==> config.mk <==
export PLATFORM = sky130hd
export DESIGN_NAME = load_store_unit_flat
export DESIGN_NICKNAME = d
export VERILOG_FILES = /design/src/rtl/load_store_unit_if.sv /design/src/rtl/load_store_unit.sv /design/src/flat_wrapper.sv
export SDC_FILE = /design/constraint.sdc
export NUM_CORES = 1
export LEC_CHECK = 0
export BUFFER_PORTS_ARGS = -buffer_cell sky130_fd_sc_hd__buf_4
export CORE_AREA = 2 2 114 116
export DETAILED_ROUTE_END_ITERATION = 6
export DIE_AREA = 0 0 116 118
export PLACE_DENSITY = 0.8
export SLEW_MARGIN = 10
export SYNTH_ARGS = -nofsm -noshare
export SYNTH_HDL_FRONTEND = slang
export SYNTH_SLANG_ARGS = --single-unit
export TNS_END_PERCENT = 5
==> constraint.sdc <==
create_clock -name clk_i -period 2 [get_ports clk_i]
set_clock_uncertainty 0.05 [all_clocks]
set_input_delay 0.1 -clock clk_i [delete_from_list [all_inputs] [get_ports clk_i]]
set_output_delay 0.1 -clock clk_i [all_outputs]
set_load 0.005 [all_outputs]
==> src/rtl/load_store_unit_if.sv <==
// Word-wide req/ack memory bus between the load/store unit (master) and memory (slave).
interface load_store_unit_if;
    logic        mem_req;
    logic        mem_we;
    logic [31:0] mem_addr;
    logic [3:0]  mem_be;
    logic [31:0] mem_wdata;
    logic [31:0] mem_rdata;
    logic        mem_ack;

    modport master (
        output mem_req, mem_we, mem_addr, mem_be, mem_wdata,
        input  mem_rdata, mem_ack
    );

    modport slave (
        input  mem_req, mem_we, mem_addr, mem_be, mem_wdata,
        output mem_rdata, mem_ack
    );
endinterface

==> src/rtl/load_store_unit.sv <==
// Memory stage after the ALU: one load or store per request over a req/ack bus,
// with alignment/funct3 checking, byte-lane steering, load extension and bus timeout.
module load_store_unit #(
    parameter int unsigned TIMEOUT = 16
) (
    input  logic                       clk_i,
    input  logic                       reset_i,
    input  logic                       start_i,
    input  logic                       is_store_i,
    input  logic [2:0]                 funct3_i,
    input  logic [31:0]                addr_i,
    input  logic [31:0]                wdata_i,
    load_store_unit_if.master          mem,
    output logic                       busy_o,
    output logic                       done_o,
    output logic [31:0]                rdata_o,
    output logic                       misaligned_o,
    output logic                       bus_err_o
);
    localparam int unsigned CNT_W = $clog2(TIMEOUT);
    localparam logic [CNT_W-1:0] CNT_LAST = CNT_W'(TIMEOUT - 1);

    typedef enum logic [1:0] {
        ST_IDLE = 2'd0,
        ST_REQ  = 2'd1,
        ST_FIN  = 2'd2
    } state_e;

    state_e           state_q;
    logic [CNT_W-1:0] cnt_q;
    logic [1:0]       off_q;
    logic [2:0]       funct3_q;
    logic             busy_q, done_q, misaligned_q, bus_err_q;
    logic [31:0]      rdata_q;
    logic             mem_req_q, mem_we_q;
    logic [31:0]      mem_addr_q, mem_wdata_q;
    logic [3:0]       mem_be_q;

    logic             legal_s, aligned_s;
    logic [3:0]       be_s;
    logic [31:0]      wdata_s;

    // Pick the byte/half addressed by off out of the bus word and extend per funct3.
    function automatic logic [31:0] load_extend(input logic [31:0] d, input logic [1:0] off,
                                                input logic [2:0] f3);
        logic [7:0]  b;
        logic [15:0] h;
        b = d[{off, 3'b000} +: 8];
        h = off[1] ? d[31:16] : d[15:0];
        case (f3)
            3'b000:  load_extend = {{24{b[7]}}, b};
            3'b001:  load_extend = {{16{h[15]}}, h};
            3'b100:  load_extend = {24'd0, b};
            3'b101:  load_extend = {16'd0, h};
            default: load_extend = d;
        endcase
    endfunction

    // Request decode: legality, alignment and store lane steering from the live inputs.
    always_comb begin
        legal_s   = 1'b0;
        aligned_s = 1'b1;
        be_s      = 4'b1111;
        wdata_s   = 32'd0;
        case (funct3_i)
            3'b000, 3'b001, 3'b010: legal_s = 1'b1;
            3'b100, 3'b101:         legal_s = ~is_store_i;
            default:                legal_s = 1'b0;
        endcase
        case (funct3_i[1:0])
            2'b01:   aligned_s = (addr_i[0] == 1'b0);
            2'b10:   aligned_s = (addr_i[1:0] == 2'b00);
            default: aligned_s = 1'b1;
        endcase
        if (is_store_i) begin
            case (funct3_i[1:0])
                2'b00: begin
                    be_s    = 4'b0001 << addr_i[1:0];
                    wdata_s = {4{wdata_i[7:0]}};
                end
                2'b01: begin
                    be_s    = addr_i[1] ? 4'b1100 : 4'b0011;
                    wdata_s = {2{wdata_i[15:0]}};
                end
                default: begin
                    be_s    = 4'b1111;
                    wdata_s = wdata_i;
                end
            endcase
        end else begin
            be_s    = 4'b1111;
            wdata_s = 32'd0;
        end
    end

    // Control FSM; every output is a flop so the bus is stable for the whole REQ phase.
    always_ff @(posedge clk_i) begin
        if (reset_i) begin
            state_q      <= ST_IDLE;
            cnt_q        <= '0;
            off_q        <= 2'd0;
            funct3_q     <= 3'd0;
            busy_q       <= 1'b0;
            done_q       <= 1'b0;
            misaligned_q <= 1'b0;
            bus_err_q    <= 1'b0;
            rdata_q      <= 32'd0;
            mem_req_q    <= 1'b0;
            mem_we_q     <= 1'b0;
            mem_addr_q   <= 32'd0;
            mem_be_q     <= 4'd0;
            mem_wdata_q  <= 32'd0;
        end else begin
            done_q       <= 1'b0;
            misaligned_q <= 1'b0;
            bus_err_q    <= 1'b0;
            case (state_q)
                ST_IDLE: begin
                    if (start_i) begin
                        busy_q <= 1'b1;
                        if (legal_s && aligned_s) begin
                            state_q     <= ST_REQ;
                            cnt_q       <= '0;
                            off_q       <= addr_i[1:0];
                            funct3_q    <= funct3_i;
                            mem_req_q   <= 1'b1;
                            mem_we_q    <= is_store_i;
                            mem_addr_q  <= {addr_i[31:2], 2'b00};
                            mem_be_q    <= be_s;
                            mem_wdata_q <= wdata_s;
                        end else begin
                            state_q      <= ST_FIN;
                            done_q       <= 1'b1;
                            misaligned_q <= 1'b1;
                        end
                    end
                end
                ST_REQ: begin
                    // Ack is checked first so an ack on the final counted cycle still succeeds.
                    if (mem.mem_ack || (cnt_q == CNT_LAST)) begin
                        state_q     <= ST_FIN;
                        done_q      <= 1'b1;
                        bus_err_q   <= ~mem.mem_ack;
                        mem_req_q   <= 1'b0;
                        mem_we_q    <= 1'b0;
                        mem_addr_q  <= 32'd0;
                        mem_be_q    <= 4'd0;
                        mem_wdata_q <= 32'd0;
                        if (mem.mem_ack && !mem_we_q) begin
                            rdata_q <= load_extend(mem.mem_rdata, off_q, funct3_q);
                        end
                    end else begin
                        cnt_q <= cnt_q + 1'b1;
                    end
                end
                ST_FIN: begin
                    state_q <= ST_IDLE;
                    busy_q  <= 1'b0;
                end
                default: begin
                    state_q   <= ST_IDLE;
                    busy_q    <= 1'b0;
                    mem_req_q <= 1'b0;
                end
            endcase
        end
    end

    assign busy_o        = busy_q;
    assign done_o        = done_q;
    assign rdata_o       = rdata_q;
    assign misaligned_o  = misaligned_q;
    assign bus_err_o     = bus_err_q;
    assign mem.mem_req   = mem_req_q;
    assign mem.mem_we    = mem_we_q;
    assign mem.mem_addr  = mem_addr_q;
    assign mem.mem_be    = mem_be_q;
    assign mem.mem_wdata = mem_wdata_q;
endmodule
==> src/flat_wrapper.sv <==
// flat-port wrapper written by rule: the top's interface ports become plain ports
module load_store_unit_flat 
#(
    parameter int unsigned TIMEOUT = 16
)
  (clk_i, reset_i, start_i, is_store_i, funct3_i, addr_i, wdata_i, busy_o, done_o, rdata_o, misaligned_o, bus_err_o, mem_mem_req, mem_mem_we, mem_mem_addr, mem_mem_be, mem_mem_wdata, mem_mem_rdata, mem_mem_ack);
  load_store_unit_if mem_i ();
  input  logic clk_i;
  input  logic reset_i;
  input  logic start_i;
  input  logic is_store_i;
  input  logic [2:0] funct3_i;
  input  logic [31:0] addr_i;
  input  logic [31:0] wdata_i;
  output logic busy_o;
  output logic done_o;
  output logic [31:0] rdata_o;
  output logic misaligned_o;
  output logic bus_err_o;
  output wire logic [$bits(mem_i.mem_req)-1:0] mem_mem_req;
  output wire logic [$bits(mem_i.mem_we)-1:0] mem_mem_we;
  output wire logic [$bits(mem_i.mem_addr)-1:0] mem_mem_addr;
  output wire logic [$bits(mem_i.mem_be)-1:0] mem_mem_be;
  output wire logic [$bits(mem_i.mem_wdata)-1:0] mem_mem_wdata;
  input wire logic [$bits(mem_i.mem_rdata)-1:0] mem_mem_rdata;
  input wire logic [$bits(mem_i.mem_ack)-1:0] mem_mem_ack;
  assign mem_mem_req = mem_i.mem_req;
  assign mem_mem_we = mem_i.mem_we;
  assign mem_mem_addr = mem_i.mem_addr;
  assign mem_mem_be = mem_i.mem_be;
  assign mem_mem_wdata = mem_i.mem_wdata;
  assign mem_i.mem_rdata = mem_mem_rdata;
  assign mem_i.mem_ack = mem_mem_ack;
  load_store_unit #(.TIMEOUT(TIMEOUT)) u_core (.clk_i(clk_i), .reset_i(reset_i), .start_i(start_i), .is_store_i(is_store_i), .funct3_i(funct3_i), .addr_i(addr_i), .wdata_i(wdata_i), .mem(mem_i), .busy_o(busy_o), .done_o(done_o), .rdata_o(rdata_o), .misaligned_o(misaligned_o), .bus_err_o(bus_err_o));
endmodule
Word-level counts from Yosys, hierarchy flattened

Index checks and enable logic that the tools add are counted.

Shift operators: 2
Muxes and demuxes: 41
Divide/modulo/power cells: 0
Reductions and logical operators: 21
$lt $le $gt $ge: 0
Eq/ne operators: 16
Bitwise operators: 7
$mul: 0
$add $sub $neg: 1

Operator list:

| cell                | count |
|---|---|
| $mux 32             | 6 |
| $pmux 32 s2         | 3 |
| $pmux 32 s4         | 1 |
| $mux 4              | 8 |
| $shiftx 32x6->8     | 1 |
| $pmux 4 s2          | 3 |
| $mux 16             | 1 |
| $eq 3x3->1 const B  | 4 |
| $reduce_and 4->1    | 3 |
| $pmux 1 s2          | 5 |
| $mux 1              | 9 |
| $not 1->1           | 7 |
| $eq 3x1->1 const B  | 2 |
| $logic_not 2->1     | 3 |
| $logic_not 3->1     | 2 |
| $mux 2              | 3 |
| $reduce_and 3->1    | 2 |
| $reduce_or 3->1     | 2 |
| $add 4x1->4 const B | 1 |
| $eq 2x1->1 const B  | 2 |
| $eq 2x2->1 const B  | 2 |
| $eq 4x4->1 const B  | 1 |
| $ne 2x1->1 const B  | 2 |
| $ne 2x2->1 const B  | 2 |
| other kinds (10)    | 13 |

Memory bits (writable): 0
Output and inout port bits: 106
Flip-flop bits (word level): 117
Latch bits: 0
Bits in read-only memories: 0
Memories kept: 0

Logic depth before layout (Yosys ltp)

Gate-level depths: netlist of run 1.

Depth in word-level cells: 7
Mapped depth: 8
Mapped depth without buffers: 6

Worst setup path after synthesis of run 1

Ideal clock, no wire load.

Path kind: input -> register
From: input funct3_i[1]
To: register u_core.mem_wdata_q[29], in the netlist u_core.mem.mem_wdata[29]
Cell stages on the path: 7
Arrival time: 1.938 ns
Setup time: 0.123 ns
Setup slack: -0.111 ns
Cells stage by stage: clkinv_1 -> ha_1 -> or3_4 -> o32a_4 -> nand4_4 -> buf_4 -> mux2_1

Word-level cells in the longest chain between the ends: 6
Elaborated cells between the ends (all ways): 20

RTL lines:

| element                                                          | line                                         | text |
|---|---|---|
| start: declaration                                               | flat_wrapper.sv:12                           | `input logic [2:0] funct3_i;` |
| $eq 3x1->1 (tied with other cells)                               | load_store_unit.sv:65                        | `case (funct3_i)` |
| $reduce_or 3->1 (tied with other cells)                          | load_store_unit.sv:65                        |  |
| $pmux 1 s2 / $mux 32 (equally long branches)                     | load_store_unit.sv:65, load_store_unit.sv:75 |  |
| $logic_and 1x1->1 / $mux 32 (equally long branches)              | load_store_unit.sv:121                       | `if (legal_s && aligned_s) begin` |
| $ne 2x1->1 (no line) / $mux 32 (equally long branches)           | --                                           |  |
| $reduce_and 4->1 (no line) / $pmux 32 s2 (equally long branches) | --                                           |  |
| end signal: assignment                                           | load_store_unit.sv:130                       | `mem_wdata_q <= wdata_s;` |
| end: declaration                                                 | load_store_unit.sv:36                        | `logic [31:0] mem_addr_q, mem_wdata_q;` |

Parallel ways exist; a longest one is shown, timed or not. The select of a mux whose other input is x is not followed.
A chain may end at the register's enable or synchronous reset.

Worst setup path in the final report of run 1

From: register u_core.cnt_q[1]
To: register u_core.mem_addr_q[17], in the netlist u_core.mem.mem_addr[17]

Word-level cells in the longest chain between the ends: 4

RTL lines:

| element                    | line                   | text |
|---|---|---|
| start: declaration         | load_store_unit.sv:30  | `logic [CNT_W-1:0] cnt_q;` |
| start signal: assignment   | load_store_unit.sv:153 | `cnt_q <= cnt_q + 1'b1;` |
| $eq 4x4->1                 | load_store_unit.sv:140 | `if (mem.mem_ack \|\| (cnt_q == CNT_LAST)) begin` |
| $logic_or 1x1->1           | load_store_unit.sv:140 |  |
| $ne 2x1->1 (no line)       | --                     |  |
| $reduce_and 4->1 (no line) | --                     |  |
| end signal: assignment     | load_store_unit.sv:128 | `mem_addr_q <= {addr_i[31:2], 2'b00};` |
| end: declaration           | load_store_unit.sv:36  |  |

Every way passes these cells.

==> results of run 1 <==
==> sequential cells by signal, indices dropped and copies added, names as in the netlist <==
name / cells
u_core.busy_o: 1
u_core.done_o: 1
u_core.misaligned_o: 1
u_core.state_q: 2
u_core.mem.mem_req: 1
u_core.mem.mem_we: 1
u_core.cnt_q: 4
u_core.funct3_q: 3
u_core.rdata_o: 32
u_core.mem.mem_addr: 30
u_core.mem.mem_be: 4
u_core.off_q: 2
u_core.mem.mem_wdata: 32
u_core.bus_err_o: 1
==> worst max-delay path: stages (launching register included) <==
cell and delay (ns):
sky130_fd_sc_hd__dfxtp_1 0.32, sky130_fd_sc_hd__ha_1 0.20, sky130_fd_sc_hd__and3_1 0.21, sky130_fd_sc_hd__or3_1 0.38, sky130_fd_sc_hd__buf_4 0.17, sky130_fd_sc_hd__a41oi_4 0.15, sky130_fd_sc_hd__buf_12 0.21, sky130_fd_sc_hd__a22o_1 0.18
==> power groups by stage <==
stage / clock, W / combinational [W] / sequential [W]
CTS: 0.00316 / 0.00108 / 0.00246
global route: 0.00325 / 0.00118 / 0.00247
global placement: 0 / 0.000952 / 0.00250
floorplan: 0 / 0.000495 / 0.00250
finish: 0.00311 / 0.00110 / 0.00246
detailed placement: 0 / 0.000977 / 0.00251
==> layout make-up <==
class                           instances  area [um^2]
Clock inverter                          9          126
Clock buffer                           23          488
Multi-Input combinational cell        404         2770
Sequential cell                       115         2300
Tap cell                              172          215
Timing Repair Buffer                  312         2570
Fill cell                             962         3870
Inverter                               18         68.8
==> per-stage QoR <==
step	util	setup slack, ns	total power [W]	std cells
4_1_cts	0.686	0.0340	0.00670	1052
3_3_place_gp	0.587	-0.0778	0.00345	958
5_1_grt	0.688	0.00158	0.00691	1053
3_5_place_dp	0.587	-0.138	0.00348	958
2_1_floorplan	-	0.00439	0.00299	584
6_report	0.688	0.0420	0.00667	1053
==> layer usage <==
metal / routed length (um) / global-route usage / up-vias / part of all wire
li1: - / - / 2671 / -
met1: 7030 / 0.301 / 2634 / 0.40
met2: 8590 / 0.417 / 274 / 0.49
met3: 1400 / 0.0731 / 55 / 0.079
met4: 636 / 0.117 / 0 / 0.036
met5: 0 / 0 / - / 0
==> cells by family after synthesis <==
| logic type | after synthesis | synth area share |
|---|---|---|
| muxes | 50 | 0.101 |
| DFF | 115 | 0.427 |
| other | 1 | 0.000695 |
| and+or+nand+nor | 189 | 0.175 |
| AOI/OAI and AO/OA | 159 | 0.226 |
| adders and majority gates | 4 | 0.00928 |
| buffers and inverters | 65 | 0.0610 |
==> synthesized netlist by cell type (9+ instances only) <==
library cell | instances | share of area
sky130_fd_sc_hd__dfxtp_1 | 115 | 0.43
sky130_fd_sc_hd__nand2_1 | 91 | 0.063
sky130_fd_sc_hd__a22o_1 | 42 | 0.068
sky130_fd_sc_hd__a21oi_1 | 31 | 0.029
sky130_fd_sc_hd__clkbuf_1 | 26 | 0.018
sky130_fd_sc_hd__mux2i_1 | 24 | 0.045
sky130_fd_sc_hd__nor2_1 | 22 | 0.015
sky130_fd_sc_hd__o21ai_0 | 22 | 0.020
sky130_fd_sc_hd__nor2b_1 | 20 | 0.023
sky130_fd_sc_hd__a211oi_1 | 18 | 0.025
sky130_fd_sc_hd__inv_1 | 17 | 0.012
sky130_fd_sc_hd__nand3_1 | 17 | 0.016
sky130_fd_sc_hd__mux2_2 | 15 | 0.031
sky130_fd_sc_hd__nand2b_1 | 14 | 0.016
sky130_fd_sc_hd__mux2_1 | 10 | 0.021
sky130_fd_sc_hd__a221oi_1 | 9 | 0.015
==> what timing repair did <==
action                                  4_1_cts  5_1_grt
hold endpoints to repair                     62        0
setup buffers                                 0        1
endpoints found under the setup margin        0        8
hold buffers                                 62        0
==> final timing paths <==
path | endpoint | from | slack (ns) | cells after the start
hold reg to reg | u_core.rdata_o[3] | u_core.rdata_o[3] | 0.41 | 2
hold / removal | u_core.mem.mem_wdata[29] | wdata_i[29] | 0.02 | 4
setup / recovery | u_core.mem.mem_addr[17] | u_core.cnt_q[1] | 0.04 | 7
setup reg to reg | u_core.mem.mem_addr[17] | u_core.cnt_q[1] | 0.04 | 7
==> flow_summary.rst, run 1 <==
.. list-table::
   :header-rows: 1

   * - Metric
     - Value
   * - Instance count of the mapped netlist
     - 583
   * - IO Port Bufs
     - 207
   * - Detail-routed net length per standard cell
     - 16.8 um
   * - Total Die Area
     - 13700 um^2
   * - Final-layout setup total negative slack
     - 0 ns
   * - Maximum number of pins on one net before global-route repair
     - 36
   * - Vias in the first global route
     - 5532
   * - Sequential share of the synthesized area
     - 0.427
   * - Clock latency on the worst-skew pair
     - 0.41 ns
   * - Area post-placement
     - 7280 um^2
   * - Sequential share of power
     - 0.369
   * - Post-route cell area
     - 8540 um^2
   * - Path class of the lowest-slack min-delay path
     - in -> reg
   * - Number of enable-type register cells in the synthesized netlist
     - 0
   * - HPWL after DPL
     - 12100 um
   * - Part of the total power dissipated in combinational logic
     - 0.166
   * - Root buffer cell
     - sky130_fd_sc_hd__clkbuf_16
   * - Number of storage elements in the synthesis netlist
     - 115
   * - Pin slew with the least headroom to its limit
     - 1.00 ns
   * - Critical path startpoint category
     - register
   * - Run status
     - finished clean
   * - Detailed-route DRC error count
     - 0
   * - Antenna violations before repair
     - 0
   * - CTS tree
     - done
   * - Min cycle time layout
     - 1.96 ns
   * - VDD IR max
     - 0.531 mV
   * - Fraction of registers with async set/reset
     - 0
   * - Fraction of the cycle the final worst path needs
     - 0.979
   * - Cts repair resizes
     - 0
   * - Chip height
     - 118 um
   * - Synth Cell Area
     - 5390 um^2
   * - Detailed Routing Iterations Pass 1
     - 6
   * - Number of maximum-capacitance violations
     - 0
   * - Total number of nets in the final design
     - 976
   * - Total clock buffers created by CTS
     - 17
   * - Width of the chip
     - 116 um
   * - WP data required
     - 2.30 ns
   * - Global Route Usage Sum
     - 0.253
   * - Effective utilization at floorplan
     - 0.434
   * - Commonest cells after routing, fill and taps aside
     - 244 x sky130_fd_sc_hd__buf_4, 115 x sky130_fd_sc_hd__dfxtp_1, 91 x sky130_fd_sc_hd__nand2_1
   * - Hold_ws
     - 0.0230 ns
   * - Final number of max-transition violations
     - 0
   * - Core area
     - 12400 um^2
   * - Remaining global-route overflow
     - 0
   * - Maximum number of buffers from clock root to sink
     - 2
   * - Kind of critical path
     - reg -> reg
   * - Critical-path maximum fanout
     - 34
   * - First-pass GRT wire length
     - 27400 um
   * - Remaining antenna violation count after routing
     - 0
   * - Mean cell area of the mapped netlist
     - 9.25 um^2
   * - Via-to-Cell Ratio
     - 5.35
   * - Max Clk Rate
     - 0.511 GHz
   * - Ant diodes
     - 0
   * - Fraction of power spent switching nets
     - 0.239
   * - Net Switching
     - 0.00159 W
   * - Max H-tree Level
     - 4
   * - GP Congestion
     - 0.899
   * - CTS sink count
     - 115
   * - Arr. time, crit path
     - 2.25 ns
   * - Total wirelength of the detailed-routed design
     - 17700 um
   * - Clk slew on worst S/H paths
     - 0.05 ns
   * - Core Rows
     - 41
   * - Power per cell area
     - 781 nW/um^2
   * - Static leakage
     - 3.86 nW
   * - Count of vias placed by the detailed router
     - 5634
   * - Number of DRC violations after detailed-routing iteration 0
     - 315
   * - CP Capture Type
     - register
   * - Clk pwr share
     - 0.466
   * - Internal power contribution
     - 0.00508 W
   * - RSZ-0062 raised after global routing
     - false
   * - Final Hold Viols
     - 0
   * - Synth warn
     - 0
   * - Final setup viols
     - 0
   * - Dominant register cell in the synthesized netlist
     - sky130_fd_sc_hd__dfxtp_1
   * - Share of layout cells above drive strength 1
     - 0.352
   * - Count of different cell masters after synthesis
     - 56
   * - Layout overhead on the synthesized area
     - 58.3%
   * - # IOs
     - 210
   * - Most common cell after layout, fill and taps aside
     - sky130_fd_sc_hd__buf_4
   * - Worst slew margin
     - 0.329
No activity file was read; power rests on OpenSTA's default activity.
==> run 2: changes to the inputs <==
- SETUP_SLACK_MARGIN: unset -> 0.5
- clock period: 2 -> 1.7 ns (I/O delays scaled with it)
==> flow_summary.rst, run 2 (synthesized netlist as in run 1, its figures left out) <==
.. list-table::
   :header-rows: 1

   * - Metric
     - Value
   * - Chip height
     - 118 um (unchanged)
   * - Commonest cells after routing, fill and taps aside
     - 255 x sky130_fd_sc_hd__buf_4, 110 x sky130_fd_sc_hd__dfxtp_1, 91 x sky130_fd_sc_hd__nand2_1
   * - IO Port Bufs
     - 207 (unchanged)
   * - Run status
     - complete, but fails checks
   * - Path class of the lowest-slack min-delay path
     - in -> reg
   * - CP Capture Type
     - register
   * - # IOs
     - 210 (unchanged)
   * - Number of maximum-capacitance violations
     - 0 (unchanged)
   * - Minimum setup slack among reg-to-reg paths
     - -0.22 ns (-0.26 ns)
   * - Total Die Area
     - 13700 um^2 (unchanged)
   * - Count of cells along the worst hold path
     - 4 (unchanged)
   * - Length in cells of the worst reg-to-reg path
     - 8 (+1)
   * - Post-route cell area
     - 9190 um^2 (+7.6%)
   * - HPWL after DPL
     - 12600 um (+4.5%)
   * - Hold_ws
     - 0.0177 ns (-0.00525 ns)
   * - Final-layout setup total negative slack
     - -10.10 ns (-10.10 ns)
   * - Inst Count DP
     - 976 (+1.9%)
   * - Root buffer cell
     - sky130_fd_sc_hd__clkbuf_16
   * - Layout overhead on the synthesized area
     - 70.3%
   * - VDD IR max
     - 0.640 mV (+20%)
   * - Vias in the first global route
     - 5621 (+1.6%)
   * - Timing startpoint of the critical path
     - u_core.cnt_q[1]
   * - Remaining global-route overflow
     - 0 (unchanged)
   * - Final setup viols
     - 88 (+88)
   * - Min cycle time layout
     - 1.92 ns (-0.0375 ns)
   * - Core Rows
     - 41 (unchanged)
   * - End of the worst register-to-register path
     - u_core.mem.mem_addr[9]
   * - Maximum number of pins on one net before global-route repair
     - 36 (unchanged)
   * - WP data required
     - 2.00 ns (-0.30 ns)
   * - Final-layout fill cell count
     - 862 (-10%)
   * - Final Hold Viols
     - 0 (unchanged)
   * - Maximum number of buffers from clock root to sink
     - 2 (unchanged)
   * - Core area
     - 12400 um^2 (unchanged)
   * - Share of layout cells above drive strength 1
     - 0.407 (+0.0556)
   * - Total number of nets in the final design
     - 1003 (+2.8%)
   * - Antenna violations before repair
     - 0 (unchanged)
   * - Launch instance of the worst register-to-register path
     - u_core.cnt_q[1]
   * - Final number of max-transition violations
     - 0 (unchanged)
   * - Effective utilization at floorplan
     - 0.434 (unchanged)
   * - Crit path capture
     - u_core.mem.mem_addr[9]
   * - Most common cell after layout, fill and taps aside
     - sky130_fd_sc_hd__buf_4
   * - RSZ-0062 raised after global routing
     - true
   * - Area post-placement
     - 7610 um^2 (+4.4%)
   * - Final design utilization
     - 0.740 (+0.0521)
   * - Clk slew on worst S/H paths
     - 0.06 ns (about the same)
   * - Setup slack of the critical path after layout
     - -0.220 ns (-0.262 ns)
   * - Critical path startpoint category
     - register
   * - Failing checks
     - setup timing
   * - Via-to-Cell Ratio
     - 5.36 (about the same)
   * - CTS tree
     - done
   * - Critical-path maximum fanout
     - 8 (-76%)
   * - Total clock buffers created by CTS
     - 17 (unchanged)
   * - Total wirelength of the detailed-routed design
     - 19200 um (+8.5%)
   * - Max H-tree Level
     - 4 (unchanged)
   * - Detail-routed net length per standard cell
     - 17.7 um (+5.8%)
   * - Detailed-route DRC error count
     - 0 (unchanged)
   * - Fraction of the cycle the final worst path needs
     - 1.13 (+0.151)
   * - Width of the chip
     - 116 um (unchanged)
   * - Power per cell area
     - 917 nW/um^2 (+17%)
   * - Ant diodes
     - 0 (unchanged)
   * - First-pass GRT wire length
     - 28500 um (+4.1%)
   * - Number of standard cells in the final layout excluding fillers
     - 1080 (+2.6%)
   * - Count of vias placed by the detailed router
     - 5784 (+2.7%)
   * - CTS sink count
     - 115 (unchanged)
   * - Number of DRC violations after detailed-routing iteration 0
     - 507 (+61%)
   * - Static leakage
     - 4.15 nW (+7.4%)
   * - Max Clk Rate
     - 0.521 GHz (+2.0%)
   * - Detailed Routing Iterations Pass 1
     - 5 (-1)
   * - Kind of critical path
     - reg -> reg
   * - Remaining antenna violation count after routing
     - 0 (unchanged)
   * - Clock latency on the worst-skew pair
     - 0.41 ns (about the same)
   * - GP Congestion
     - 0.905 (+0.60%)
   * - Global Route Usage Sum
     - 0.265 (+0.0115)
   * - Arr. time, crit path
     - 2.22 ns (-0.03 ns)
## run 2: changes by cell type in the layout (fill, tap and decap cells not counted), sizes merged
cell / previous run / this run
buf: 250 / 277
clkbuf: 23 / 27
dlygate4sd3: 62 / 59
bufinv: 3 / 5
clkinv: 6 / 4
clkinvlp: 1 / 0
## run 2: timing repair
item | CTS | global route
pin swaps | 25 | 22
hold endpoints to repair | 60 | 0
endpoints found under the setup margin | 114 | 114
cloned | 2 | 5
gates resized for setup | 18 | 14
setup buffers | 2 | 4
hold buffers | 59 | 0
## run 2: per-layer routing
| layer | vias to the layer above | global-route usage | share of wire |
|---|---|---|---|
| li1 | 2716 | - | - |
| met2 | 303 | 0.433 | 0.49 |
| met5 | - | 0 | 0 |
| met1 | 2737 | 0.340 | 0.42 |
| met3 | 28 | 0.0602 | 0.074 |
| met4 | 0 | 0.0923 | 0.016 |
## run 2: cell type report
cell class                 count  area [um^2]  area share
inverter                      18         80.1     0.00872
timing repair buffer         339         2990       0.325
sequential                   115         2310       0.252
clock inverter                 8          173      0.0188
multi-input combinational    404         2940       0.320
clock buffer                  24          482      0.0524
tap                          172          215      0.0234
## run 2: per-stage QoR
stage | power [W] | worst slack (ns)
6_report | 0.00843 | -0.220
5_1_grt | 0.00871 | -0.259
4_1_cts | 0.00833 | -0.193
3_5_place_dp | 0.00421 | -0.307
3_3_place_gp | 0.00419 | -0.251
2_1_floorplan | 0.00356 | -0.141
## run 2: worst min-delay path by stage
| stage | start | end | slack, ns |
|---|---|---|---|
| floorplan | addr_i[10] | u_core.mem.mem_addr[10] | 0.16 |
| finish | mem_mem_rdata[0] | u_core.rdata_o[0] | 0.02 |
| detailed placement | addr_i[18] | u_core.mem.mem_addr[18] | 0.25 |
| global route | wdata_i[15] | u_core.mem.mem_wdata[15] | 0.02 |
| CTS | mem_mem_rdata[2] | u_core.rdata_o[2] | 0.002 |
| global placement | addr_i[19] | u_core.mem.mem_addr[19] | 0.25 |
## run 2: worst max-delay path, cell delays in order (launching register included)
cell	delay, ns
sky130_fd_sc_hd__dfxtp_2	0.33
sky130_fd_sc_hd__ha_4	0.16
sky130_fd_sc_hd__and3_4	0.18
sky130_fd_sc_hd__or3_4	0.36
sky130_fd_sc_hd__buf_6	0.14
sky130_fd_sc_hd__a41oi_4	0.19
sky130_fd_sc_hd__buf_6	0.17
sky130_fd_sc_hd__clkbuf_16	0.16
sky130_fd_sc_hd__a22o_1	0.13
## run 2: report_power, final
part | internal, W | total [W] | switching (W)
Sequential | 0.00282 | 0.00290 | 0.0000805
Clock | 0.00272 | 0.00394 | 0.00122
Combinational | 0.000908 | 0.00159 | 0.000680
Total | 0.00645 | 0.00843 | 0.00198
==> run 3: changes to the inputs <==
- TNS_END_PERCENT: 5 -> unset
==> flow_summary.rst, run 3 (synthesized netlist as in run 1, its figures left out) <==
.. list-table::
   :header-rows: 1

   * - Metric
     - Value
   * - Global Route Usage Sum
     - 0.294 (+0.0294)
   * - Post-route cell area
     - 9570 um^2 (+4.1%)
   * - Clock latency on the worst-skew pair
     - 0.42 ns (about the same)
   * - Number of maximum-capacitance violations
     - 0 (unchanged)
   * - Max H-tree Level
     - 4 (unchanged)
   * - Remaining antenna violation count after routing
     - 0 (unchanged)
   * - IO Port Bufs
     - 207 (unchanged)
   * - Clk slew on worst S/H paths
     - 0.06 ns (about the same)
   * - GP Congestion
     - 0.941 (+4.0%)
   * - Most common cell after layout, fill and taps aside
     - sky130_fd_sc_hd__buf_4
   * - Path class of the lowest-slack min-delay path
     - in -> reg
   * - Power per cell area
     - 840 nW/um^2 (-8.5%)
   * - Count of vias placed by the detailed router
     - 6074 (+5.0%)
   * - Width of the chip
     - 116 um (unchanged)
   * - Buffers plus inverters on the worst setup path
     - 2 (-1)
   * - Final setup viols
     - 106 (+20%)
   * - Maximum number of buffers from clock root to sink
     - 2 (unchanged)
   * - Min cycle time layout
     - 1.84 ns (-0.0789 ns)
   * - Global routing usage on met1
     - 0.310 (-0.0294)
   * - Core area
     - 12400 um^2 (unchanged)
   * - Final-layout setup total negative slack
     - -9.62 ns (+0.482 ns)
   * - Worst slew margin
     - 0.355
   * - Critical path startpoint category
     - register
   * - Pin slew with the least headroom to its limit
     - 0.964 ns
   * - Via-to-Cell Ratio
     - 5.58 (+4.2%)
   * - First-pass GRT wire length
     - 31400 um (+10%)
   * - Final design utilization
     - 0.771 (+0.0306)
   * - Detailed-route DRC error count
     - 0 (unchanged)
   * - Crit-path cells
     - ha_4, and3_4, or3_4, a41oi_4, buf_4, buf_12, a22o_1
   * - Remaining global-route overflow
     - 0 (unchanged)
   * - GRT Max-Usage Layer
     - met2
   * - Detailed Routing Iterations Pass 1
     - 5 (unchanged)
   * - Fraction of the cycle the final worst path needs
     - 1.08 (-0.0464)
   * - Kind of cell adding the most delay to the critical path
     - simple AND/OR/NAND/NOR gates
   * - Number of DRC violations after detailed-routing iteration 0
     - 535 (+5.5%)
   * - Met2 Track Usage GR
     - 0.508 (+0.0742)
   * - Total number of nets in the final design
     - 1011 (+0.80%)
   * - Critical-path maximum fanout
     - 17 (+9)
   * - Area post-placement
     - 7540 um^2 (-0.87%)
   * - # IOs
     - 210 (unchanged)
   * - Run status
     - complete, but fails checks
   * - M3 GR Usage
     - 0.0973 (+0.0371)
   * - CP Capture Type
     - register
   * - Root buffer cell
     - sky130_fd_sc_hd__clkbuf_16
   * - Final Hold Viols
     - 1 (+1)
   * - Antenna violations before repair
     - 0 (unchanged)
   * - Static leakage
     - 4.21 nW (+1.4%)
   * - Total wirelength of the detailed-routed design
     - 21700 um (+13%)
   * - Effective utilization at floorplan
     - 0.434 (unchanged)
   * - CTS sink count
     - 115 (unchanged)
   * - Commonest cells after routing, fill and taps aside
     - 245 x sky130_fd_sc_hd__buf_4, 108 x sky130_fd_sc_hd__dfxtp_1, 90 x sky130_fd_sc_hd__nand2_1
   * - Detail-routed net length per standard cell
     - 19.9 um (+12%)
   * - Hold_ws
     - -0.00399 ns (-0.0217 ns)
   * - Total clock buffers created by CTS
     - 17 (unchanged)
   * - Ant diodes
     - 0 (unchanged)
   * - Failing checks
     - hold timing, setup timing
   * - Maximum number of pins on one net before global-route repair
     - 38 (+5.6%)
   * - Max Clk Rate
     - 0.543 GHz (+4.3%)
   * - Largest incremental delay on the critical path
     - 0.38 ns (+0.02 ns)
   * - Share of layout cells above drive strength 1
     - 0.455 (+0.0478)
   * - Total Die Area
     - 13700 um^2 (unchanged)
   * - CTS tree
     - done
   * - Worst-path cell with the longest stage delay
     - sky130_fd_sc_hd__or3_4
   * - Layout overhead on the synthesized area
     - 77.4%
   * - Arr. time, crit path
     - 2.14 ns (-0.08 ns)
   * - VDD IR max
     - 0.605 mV (-5.4%)
   * - WP data required
     - 2.00 ns (about the same)
   * - HPWL after DPL
     - 12300 um (-2.4%)
   * - Vias in the first global route
     - 6240 (+11%)
   * - Core Rows
     - 41 (unchanged)
   * - Setup slack of the critical path after layout
     - -0.142 ns (+0.0789 ns)
   * - Kind of critical path
     - reg -> reg
   * - Chip height
     - 118 um (unchanged)
   * - Final number of max-transition violations
     - 0 (unchanged)
   * - RSZ-0062 raised after global routing
     - true
[run 3: metal layers]
metal  part of all wire  routed length (um)
met3              0.080                1730
met2               0.51               11000
met4              0.039                 837
met5                  0                   0
met1               0.38                8150
[run 3: report_power, final]
| group | internal (W) | switching, W | total [W] |
|---|---|---|---|
| registers | 0.00282 | 0.0000854 | 0.00290 |
| clock network | 0.00212 | 0.00131 | 0.00343 |
| logic | 0.000937 | 0.000769 | 0.00171 |
| total | 0.00587 | 0.00216 | 0.00803 |
[run 3: layout make-up]
type | instances | area, um^2
clock inverter | 12 | 106
fill | 772 | 2850
inverter | 18 | 80.1
sequential | 115 | 2320
clock buffer | 20 | 467
tap | 172 | 215
multi-input combinational | 404 | 3260
timing repair buffer | 347 | 3120
[run 3: stage by stage]
stage | worst slack [ns] | hold WS, ns | total power (W) | std cells
floorplan | -0.140 | 0.160 | 0.00358 | 584
global placement | -0.265 | 0.247 | 0.00415 | 963
detailed placement | -0.311 | 0.249 | 0.00419 | 963
CTS | -0.121 | -0.145 | 0.00786 | 1074
global route | -0.212 | 0.0171 | 0.00831 | 1088
finish | -0.142 | -0.00399 | 0.00803 | 1088
[run 3: timing repair]
action                                  4_1_cts  5_1_grt
resized for setup                            68       37
pin swaps                                    24       21
hold buffers                                 64        1
endpoints found under the hold margin        65        1
gates cloned                                  4        6
setup buffers                                11        7
endpoints found under the setup margin      114      115
[run 3: worst min-delay path: stages]
cell	delay [ns]
sky130_fd_sc_hd__buf_4	0.11
sky130_fd_sc_hd__a221oi_4	0.07
sky130_fd_sc_hd__a211oi_2	0.15
[run 3: final timing paths]
path | from | end | slack, ns | cells after the start
worst max-delay path | u_core.cnt_q[0] | u_core.mem.mem_addr[6] | -0.14 | 7
worst min-delay path | mem_mem_rdata[7] | u_core.rdata_o[7] | -0.004 | 3
worst max register to register | u_core.cnt_q[0] | u_core.mem.mem_addr[6] | -0.14 | 7
worst min register to register | u_core.mem.mem_wdata[9] | u_core.mem.mem_wdata[9] | 0.42 | 2
